[config.mk]
export PLATFORM = sky130hd
export DESIGN_NAME = gr_wb_ctrl
export DESIGN_NICKNAME = d
export VERILOG_FILES = /design/src/rtl/gr_pkg.sv /design/src/rtl/gr_wb_slot.sv /design/src/rtl/gr_wb_ctrl.sv
export SDC_FILE = /design/constraint.sdc
export NUM_CORES = 1
export LEC_CHECK = 0
export BUFFER_PORTS_ARGS = -buffer_cell sky130_fd_sc_hd__buf_4
export CAP_MARGIN = 0
export CELL_PAD_IN_SITES_DETAIL_PLACEMENT = 0
export CELL_PAD_IN_SITES_GLOBAL_PLACEMENT = 2
export CORE_MARGIN = 2
export CORE_UTILIZATION = 35
export CTS_CLUSTER_DIAMETER = 30
export DETAILED_ROUTE_END_ITERATION = 7
export PLACE_DENSITY_LB_ADDON = 0.2
export SLEW_MARGIN = 20
export SYNTH_ARGS = -nofsm -noshare
export SYNTH_HDL_FRONTEND = slang
export SYNTH_SLANG_ARGS = --single-unit
[constraint.sdc]
create_clock -name m_clock -period 2.7 [get_ports m_clock]
set_input_delay 0.54 -clock m_clock [delete_from_list [all_inputs] [get_ports m_clock]]
set_output_delay 0.54 -clock m_clock [all_outputs]
set_load 0.02 [all_outputs]
[src/rtl/gr_pkg.sv]
// ---------------------------------------------------------------------------
// gr_pkg -- shared definitions for the writeback controller slice.
//   GR_IDX_W   : register index width
//   GR_DATA_W  : register data width
//   GR_NREGS   : number of architectural registers
//   gr_entry_t : one pending result {valid, idx, data}
// ---------------------------------------------------------------------------
package gr_pkg;

    localparam int GR_IDX_W  = 5;
    localparam int GR_DATA_W = 32;
    localparam int GR_NREGS  = 32;

    typedef struct packed {
        logic                 valid;
        logic [GR_IDX_W-1:0]  idx;
        logic [GR_DATA_W-1:0] data;
    } gr_entry_t;

endpackage

[src/rtl/gr_wb_slot.sv]
// ---------------------------------------------------------------------------
// gr_wb_slot -- one-entry holding buffer for a result channel.
//   m_clock   in  : clock, rising edge
//   p_reset   in  : asynchronous active-low reset (discards the entry)
//   in_valid  in  : producer offers a result
//   in_idx    in  : destination register index
//   in_data   in  : result data
//   drain     in  : arbiter takes the held entry this cycle
//   in_ready  out : slot can accept this cycle (empty, or emptying now)
//   entry     out : held entry
// ---------------------------------------------------------------------------
module gr_wb_slot
    import gr_pkg::*;
(
    input  logic                 m_clock,
    input  logic                 p_reset,
    input  logic                 in_valid,
    input  logic [GR_IDX_W-1:0]  in_idx,
    input  logic [GR_DATA_W-1:0] in_data,
    input  logic                 drain,
    output logic                 in_ready,
    output gr_entry_t            entry
);

    // Accepting while draining lets one result per cycle stream through.
    assign in_ready = !entry.valid || drain;

    always_ff @(posedge m_clock or negedge p_reset) begin
        if (!p_reset) begin
            entry <= '0;
        end else if (in_valid && in_ready) begin
            entry.valid <= 1'b1;
            entry.idx   <= in_idx;
            entry.data  <= in_data;
        end else if (drain) begin
            entry <= '0;
        end
    end

endmodule

[src/rtl/gr_wb_ctrl.sv]
// ---------------------------------------------------------------------------
// gr_wb_ctrl -- writeback controller: merges ALU and load results into a
// single register-file write port and tracks pending writes.
//
// Optional feature: define GR_WB_FWD_EN to enable bypass from the write
// port to the source-register queries.
//
// Ports:
//   m_clock, p_reset (active-low, async)
//   alu_valid/alu_ready/alu_rd_n/alu_wd : ALU result channel
//   ld_valid/ld_ready/ld_rd_n/ld_wd     : load result channel
//   res, res_n                          : reserve a destination register
//   rs1_n, rs2_n / rs1_busy, rs2_busy   : pending-write queries
//   rd, rd_n, wd                        : register-file write port
//   fwd1_hit/fwd1_d, fwd2_hit/fwd2_d    : bypass outputs
// ---------------------------------------------------------------------------
module gr_wb_ctrl
    import gr_pkg::*;
(
    input  logic                 m_clock,
    input  logic                 p_reset,
    input  logic                 alu_valid,
    output logic                 alu_ready,
    input  logic [GR_IDX_W-1:0]  alu_rd_n,
    input  logic [GR_DATA_W-1:0] alu_wd,
    input  logic                 ld_valid,
    output logic                 ld_ready,
    input  logic [GR_IDX_W-1:0]  ld_rd_n,
    input  logic [GR_DATA_W-1:0] ld_wd,
    input  logic                 res,
    input  logic [GR_IDX_W-1:0]  res_n,
    input  logic [GR_IDX_W-1:0]  rs1_n,
    input  logic [GR_IDX_W-1:0]  rs2_n,
    output logic                 rs1_busy,
    output logic                 rs2_busy,
    output logic                 rd,
    output logic [GR_IDX_W-1:0]  rd_n,
    output logic [GR_DATA_W-1:0] wd,
    output logic                 fwd1_hit,
    output logic [GR_DATA_W-1:0] fwd1_d,
    output logic                 fwd2_hit,
    output logic [GR_DATA_W-1:0] fwd2_d
);

    gr_entry_t              alu_e;
    gr_entry_t              ld_e;
    logic                   grant_alu;
    logic                   grant_ld;
    logic                   age;
    logic [GR_IDX_W-1:0]    drain_idx;
    logic [GR_DATA_W-1:0]   drain_data;
    logic [GR_NREGS-1:0]    busy;
    logic [GR_NREGS-1:0]    busy_next;
    logic                   rs1_sb;
    logic                   rs2_sb;

    gr_wb_slot u_alu_slot (
        .m_clock  (m_clock),
        .p_reset  (p_reset),
        .in_valid (alu_valid),
        .in_idx   (alu_rd_n),
        .in_data  (alu_wd),
        .drain    (grant_alu),
        .in_ready (alu_ready),
        .entry    (alu_e)
    );

    gr_wb_slot u_ld_slot (
        .m_clock  (m_clock),
        .p_reset  (p_reset),
        .in_valid (ld_valid),
        .in_idx   (ld_rd_n),
        .in_data  (ld_wd),
        .drain    (grant_ld),
        .in_ready (ld_ready),
        .entry    (ld_e)
    );

    // Load normally wins; age remembers that the ALU entry already lost
    // once, so it takes the next slot and cannot starve.
    always_comb begin
        grant_alu  = alu_e.valid && (!ld_e.valid || age);
        grant_ld   = ld_e.valid && !grant_alu;
        drain_idx  = grant_alu ? alu_e.idx  : ld_e.idx;
        drain_data = grant_alu ? alu_e.data : ld_e.data;
    end

    // Set is applied after clear so a same-edge reservation survives.
    always_comb begin
        busy_next = busy;
        if (rd) begin
            busy_next[rd_n] = 1'b0;
        end
        if (res && (res_n != '0)) begin
            busy_next[res_n] = 1'b1;
        end
    end

    always_ff @(posedge m_clock or negedge p_reset) begin
        if (!p_reset) begin
            age  <= 1'b0;
            rd   <= 1'b0;
            rd_n <= '0;
            wd   <= '0;
            busy <= '0;
        end else begin
            age  <= alu_e.valid && ld_e.valid && grant_ld;
            busy <= busy_next;
            if (grant_alu || grant_ld) begin
                // Index-0 entries drain silently: x0 is never written.
                rd   <= (drain_idx != '0);
                rd_n <= drain_idx;
                wd   <= drain_data;
            end else begin
                rd   <= 1'b0;
            end
        end
    end

    assign rs1_sb = busy[rs1_n] && (rs1_n != '0);
    assign rs2_sb = busy[rs2_n] && (rs2_n != '0);

`ifdef GR_WB_FWD_EN
    // A write in progress satisfies the query, so it no longer reads busy.
    assign fwd1_hit = rd && (rd_n == rs1_n) && (rs1_n != '0);
    assign fwd2_hit = rd && (rd_n == rs2_n) && (rs2_n != '0);
    assign fwd1_d   = fwd1_hit ? wd : '0;
    assign fwd2_d   = fwd2_hit ? wd : '0;
    assign rs1_busy = rs1_sb && !fwd1_hit;
    assign rs2_busy = rs2_sb && !fwd2_hit;
`else
    assign fwd1_hit = 1'b0;
    assign fwd2_hit = 1'b0;
    assign fwd1_d   = '0;
    assign fwd2_d   = '0;
    assign rs1_busy = rs1_sb;
    assign rs2_busy = rs2_sb;
`endif

endmodule
==> results of run 1 <==
[critical path, delay by kind of cell (launching register included)]
family	cells	cell delay, ns
mux	1	0.51
flops	1	0.41
buf+inv	1	0.17
compound gates	3	0.56
[per-stage QoR]
step,cells,total power [mW],worst slack (ns)
finish,982,6.85,0.0908
global route,982,7.22,0.0116
CTS,981,6.91,0.0709
detailed placement,949,4.64,0.235
global placement,949,4.61,0.247
floorplan,643,3.98,0.512
[cell type report]
type                       count  area, µm²
clock buffer                  19        453
tap                          260        325
multi-input combinational    393       2740
clock inverter                13        111
inverter                       3       11.3
timing repair buffer         148       1160
fill                        1783      10400
sequential                   146       3650
[cells by family after synthesis]
group,Yosys count,share of synthesized area
and+or+nand+nor,73,0.0619
buffers and inverters,104,0.0996
DFF,146,0.538
muxes,30,0.0552
other,1,0.000552
AOI/OAI and AO/OA,224,0.245
[sequential cells by signal, indices dropped and copies added (netlist names)]
signal / count
u_alu_slot.entry: 38
u_ld_slot.entry: 38
wd: 32
busy: 31
rd_n: 5
age: 1
rd: 1
[layout by cell type, fill, tap and decap left out, drive strengths merged, types with 4 or more instances in the layout]
cell / Yosys / layout
a21o: 32 / 32
a22o: 106 / 106
a22oi: 4 / 4
buf: 90 / 148
clkbuf: 11 / 19
clkinv: 0 / 10
conb: 1 / 66
dfrtp: 146 / 146
inv: 3 / 4
mux2: 4 / 4
mux2i: 21 / 21
mux4: 5 / 5
nand2: 13 / 13
nand2b: 4 / 4
nand3: 13 / 13
nand3b: 10 / 10
nor2: 10 / 10
nor2b: 10 / 10
o21ai: 69 / 69
or3b: 4 / 4
[routing by layer]
| layer | track usage | wire length (µm) | up-vias |
|---|---|---|---|
| met4 | 0.0743 | 346 | 0 |
| li1 | - | - | 2296 |
| met2 | 0.303 | 9070 | 174 |
| met5 | 0 | 0 | - |
| met1 | 0.250 | 8350 | 2590 |
| met3 | 0.0503 | 1170 | 23 |
[where the power goes]
group,total (mW),switching (mW),internal (mW)
sequential,3.01,0.386,2.63
combinational,1.60,0.860,0.737
clock,2.24,0.929,1.31
total,6.85,2.18,4.68
[cells in the mapped netlist (all sizes together)]
cell type,instances
o22a,1
a21o,32
mux4,5
buf,90
nand4,1
a22oi,4
a21boi,1
or3b,4
o21ai,69
inv,3
clkbuf,11
a2111oi,1
dfrtp,146
or3,2
a221oi,2
nand2b,4
a22o,106
nor4,1
nor2,10
nand3b,10
a211oi,1
nand4b,1
a21oi,2
o211ai,2
and2,2
nor2b,10
or4,2
a311oi,1
o311a,2
conb,1
mux2i,21
nand3,13
mux2,4
nand2,13
[final timing paths]
| kind | from | end | cells after the start |
|---|---|---|---|
| max | busy[24] | rs1_busy | 5 |
| min | p_reset | wd[2] | 1 |
| max reg2reg | u_ld_slot.entry[37] | u_alu_slot.entry[13] | 4 |
| min reg2reg | u_ld_slot.entry[7] | wd[7] | 1 |
| max in group asynchronous | p_reset | u_ld_slot.entry[28] | 2 |
| min in group m_clock | alu_wd[9] | u_alu_slot.entry[9] | 2 |
==> key figures, run 1 <==
Clock network
  – CTS buffer count: 17
  – H-tree Lvls: 4
  – CTS tree: done
  – Cts hold-fix bufs: 0
  – Worst-path clk slew: ~0.060 ns
  – Sink Count: between 100 and 150
  – Setup Buffers After CTS: 0
  – Root Driver: clkbuf_16
  – CTS Buffer Depth: 2
  – Post-CTS sizing: 0
  – Worst-skew pair later-pin latency: 0.42 ns

Synthesis
  – Synth cell types: 41
  – Cell taking the most area after synthesis: dfrtp_1
  – Mapped Cells: 578
  – Syn avg cell area: approximately 12 µm²
  – Syn. warnings: 0
  – Top cells by area, synth: dfrtp_1, a22o_1, buf_4
  – Yosys top cell area share: 0.538
  – Register bit total from synthesis: 146
  – Mapped cell area: 0.00680 mm²
  – Seq/Total Area, Yosys: 0.538

STA
  – Max transition margin: 0.377
  – Finish-stage setup viols: 0
  – Tcrit/Tclk final: 0.966
  – Worst hold slack: 0.148 ns
  – Hold Fails Final Rpt: 0
  – Post-Route Setup TNS: 0 ns
  – Worst slew pin tran: 0.934 ns
  – Final min period: 2.61 ns
  – Unrepaired setup endpoints after global routing: no
  – Fmax: 0.383 GHz
  – Max-slew violations: 0
  – Clock Skew: 0.00742 ns

Route
  – Total Wirelength: 18900 µm
  – Drc violations: 0
  – Iter 0 DRT Violations: 208
  – Vias after detailed routing: approximately 5000
  – Wire per inst: 19.3 µm
  – Vias per inst: 5.18
  – Final ANT Viol Nets: 0
  – DRT Pass-1 Iters: 5

Floorplan
  – Die extent in x: roughly 140 µm
  – Row count: 50
  – Initial Util: 0.360
  – Ports: 202
  – Core Box Area: 0.0189 mm²
  – DIE HEIGHT: 143 µm
  – Die ar.: between 0.02 and 0.025 mm²

Place
  – Placed Instance Area: around 0.008 mm²
  – Port Buffers: 135
  – DP Wirelength: roughly 13000 µm
  – Gpl congestion: 0.814

Critical path
  – CP Launch Type: flip-flop
  – Crit-path max FO: 3
  – CP endpoint kind: output port
  – Critical Path, Cell by Cell: mux4_1 > o22a_1 > a22oi_1 > o211ai_1 > buf_4
  – Crit-path slowest cell: mux4_1
  – Critical path data arrival time: roughly 2.1 ns
  – CP Class: reg -> out
  – Worst path required time: 2.16 ns
  – CP max stage delay: between 0.5 and 0.6 ns
  – Flop2flop setup slack: roughly 0.57 ns

Pwr
  – P per Cell Area: 810 mW/mm²
  – Static Leak: 4.16 nW
  – Peak VDD IR: 0.452 mV

Outcome
  – Status: finished, final reports clean

Flow run
  – Number of max-cap violations: 0

Final layout
  – Diode count: 0
  – Fin area: ~0.0085 mm²
  – Final core utilization: 0.448
  – Area Growth Syn to Fin: 24.4%
  – Share of post-route cells with drive strength above 1: 0.276
  – Nets: 803

GRT
  – Initial antenna violation count: 0
  – First-pass GRT wire length: 29900 µm
  – Congestion Overflow GR: 0
  – Vias in the first global route: 5398
  – GRT Overall Usage: 0.191
  – Largest net degree at the start of global routing: 80

Worst hold path
  – Hold Crit Class: in -> async
No activity file was read; power rests on OpenSTA's default activity.
==> run 2: changes to the inputs <==
--- a/config.mk
+++ b/config.mk
@@ -13,6 +13,7 @@
 export CORE_UTILIZATION = 35
 export CTS_CLUSTER_DIAMETER = 30
 export DETAILED_ROUTE_END_ITERATION = 7
+export MAX_ROUTING_LAYER = met4
 export PLACE_DENSITY_LB_ADDON = 0.2
 export SLEW_MARGIN = 20
 export SYNTH_ARGS = -nofsm -noshare
==> run 2 against run 1 <==
Compared with the run above:
- sequential share of layout area is the same
- clock power is essentially flat
- global-route usage grew 0.58 points
- core utilization is the same
- clock skew shrank 0.00096 ns
- via count shrank 0.65%
- critical path depth is the same
- non-clock buffer count is the same
- count of clock-buffer cells in the layout is the same
- critical path type unchanged
- critical endpoint unchanged
- highest routed layer unchanged
==> key figures, run 2 (synthesis results as in run 1) <==
Final layout
  – Share of post-route cells with drive strength above 1: 0.276
  – Most common cell after layout, fill and taps aside: dfrtp_1
  – Diode count: 0
  – Biggest regs: u_alu_slot.entry: 38 flops, u_ld_slot.entry: 38 flops, wd: 32 flops
  – Nets: 803
  – Most frequent cells in the layout: dfrtp_1, buf_4, a22o_1
  – Area Growth Syn to Fin: 24.4%

Route
  – Iter 0 DRT Violations: 239
  – Total Wirelength: 18900 µm
  – DRT Pass-1 Iters: 5
  – Vias per inst: 5.14
  – Wire per inst: 19.3 µm
  – Vias after detailed routing: a little over 5000
  – Drc violations: 0
  – Final ANT Viol Nets: 0

GRT
  – GR met3 Demand/Resource: 0.0483
  – Most used routing layer: met2
  – Met1 Usage GRT: 0.252
  – Vias in the first global route: 5412
  – Met2 Use GR: 0.303
  – Largest net degree at the start of global routing: 80
  – Congestion Overflow GR: 0
  – Initial antenna violation count: 0
  – First-pass GRT wire length: 29900 µm
  – GRT Overall Usage: 0.196

Critical path
  – WP buf/inv: 1
  – Crit-path max FO: 3
  – Critical Path, Cell by Cell: mux4_1 > o22a_1 > a22oi_1 > o211ai_1 > buf_4
  – Cell depth of the worst setup path: 5
  – Kind of cell adding the most delay to the critical path: compound AO/OA/AOI/OAI gates
  – CP max stage delay: 0.51 ns
  – CP Class: reg -> out
  – CP endpoint kind: output port
  – R2r worst-path depth: 4
  – CP Launch Type: flip-flop
  – Crit-path slowest cell: mux4_1
  – Worst path required time: between 2 and 2.5 ns
  – Critical path data arrival time: 2.07 ns

STA
  – Post-Route Setup TNS: 0 ns
  – Worst slew pin tran: 0.934 ns
  – Final worst setup slack: 0.0943 ns
  – Fmax: 0.384 GHz
  – Unrepaired setup endpoints after global routing: no
  – Clock Skew: 0.00645 ns
  – Max-slew violations: 0
  – Final min period: ~2.6 ns
  – Hold Fails Final Rpt: 0
  – Tcrit/Tclk final: 0.965
  – Finish-stage setup viols: 0
  – Max transition margin: 0.378

Place
  – Port Buffers: 135
  – DP Wirelength: ~13000 µm
  – Gpl congestion: 0.826
  – Worst slack, placed: roughly 0.24 ns

Clock network
  – Root Driver: clkbuf_16
  – Setup Buffers After CTS: 0
  – CTS buffer count: 17
  – Worst-path clk slew: 0.06 ns
  – CTS tree: done
  – Sink Count: approximately 150
  – Post-CTS sizing: 0
  – Worst-skew pair later-pin latency: 0.41 ns
  – CTS Buffer Depth: 2
  – Cts hold-fix bufs: 0
  – H-tree Lvls: 4

Floorplan
  – Ports: roughly 200
  – Die ar.: 0.0205 mm²
  – Core Box Area: 0.0189 mm²
  – Die extent in x: 143 µm
  – DIE HEIGHT: 143 µm
  – Initial Util: 0.360
  – Row count: 50

Worst hold path
  – Hold Crit Class: in -> async

Pwr
  – P per Cell Area: 810 mW/mm²
  – Peak VDD IR: 0.447 mV
  – Static Leak: ~4.2 nW

Flow run
  – Number of max-cap violations: 0

Outcome
  – Status: finished, final reports clean
[run 2: cell type report]
| class | count | area, µm² |
|---|---|---|
| clock buffer | 19 | 453 |
| clock inverter | 13 | 111 |
| timing repair buffer | 148 | 1160 |
| sequential | 146 | 3650 |
| multi-input combinational | 393 | 2740 |
| tap | 260 | 325 |
| fill | 1783 | 10400 |
| inverter | 3 | 11.3 |
[run 2: power breakdown]
part           switching (mW)  internal [mW]  leakage, nW
Sequential              0.386           2.63         1.79
Combinational           0.860          0.737         2.09
Clock                   0.928           1.31        0.283
Total                    2.17           4.68         4.16
[run 2: worst paths after layout]
| check | from | end | slack [ns] |
|---|---|---|---|
| max | busy[24] | rs1_busy | 0.09 |
| min | p_reset | wd[2] | 0.15 |
| max reg2reg | u_ld_slot.entry[37] | u_alu_slot.entry[13] | 0.56 |
| min reg2reg | u_ld_slot.entry[7] | wd[7] | 0.48 |
| max in group asynchronous | p_reset | u_ld_slot.entry[28] | 1.75 |
| min in group m_clock | alu_wd[9] | u_alu_slot.entry[9] | 0.34 |
[run 2: worst register-to-register path: stages, from the launching register on]
cell and delay, ns:
dfrtp_1 0.51, nand3_2 0.21, and2_1 0.77, buf_4 0.41, a22o_1 0.19
[run 2: through the flow]
stage,area [µm²],utilization,hold WS (ns),power (mW),instances
2_1_floorplan,7040,-,0.244,3.98,643
3_3_place_gp,7860,0.416,0.460,4.61,949
3_5_place_dp,7860,0.416,0.462,4.64,949
4_1_cts,8430,0.446,0.181,6.91,981
5_1_grt,8460,0.448,0.215,7.22,982
6_report,8460,0.448,0.151,6.85,982
[run 2: metal layers]
metal	vias up	share of wire
li1	2298	-
met1	2569	0.44
met2	165	0.49
met3	18	0.058
met4	0	0.016
met5	-	0
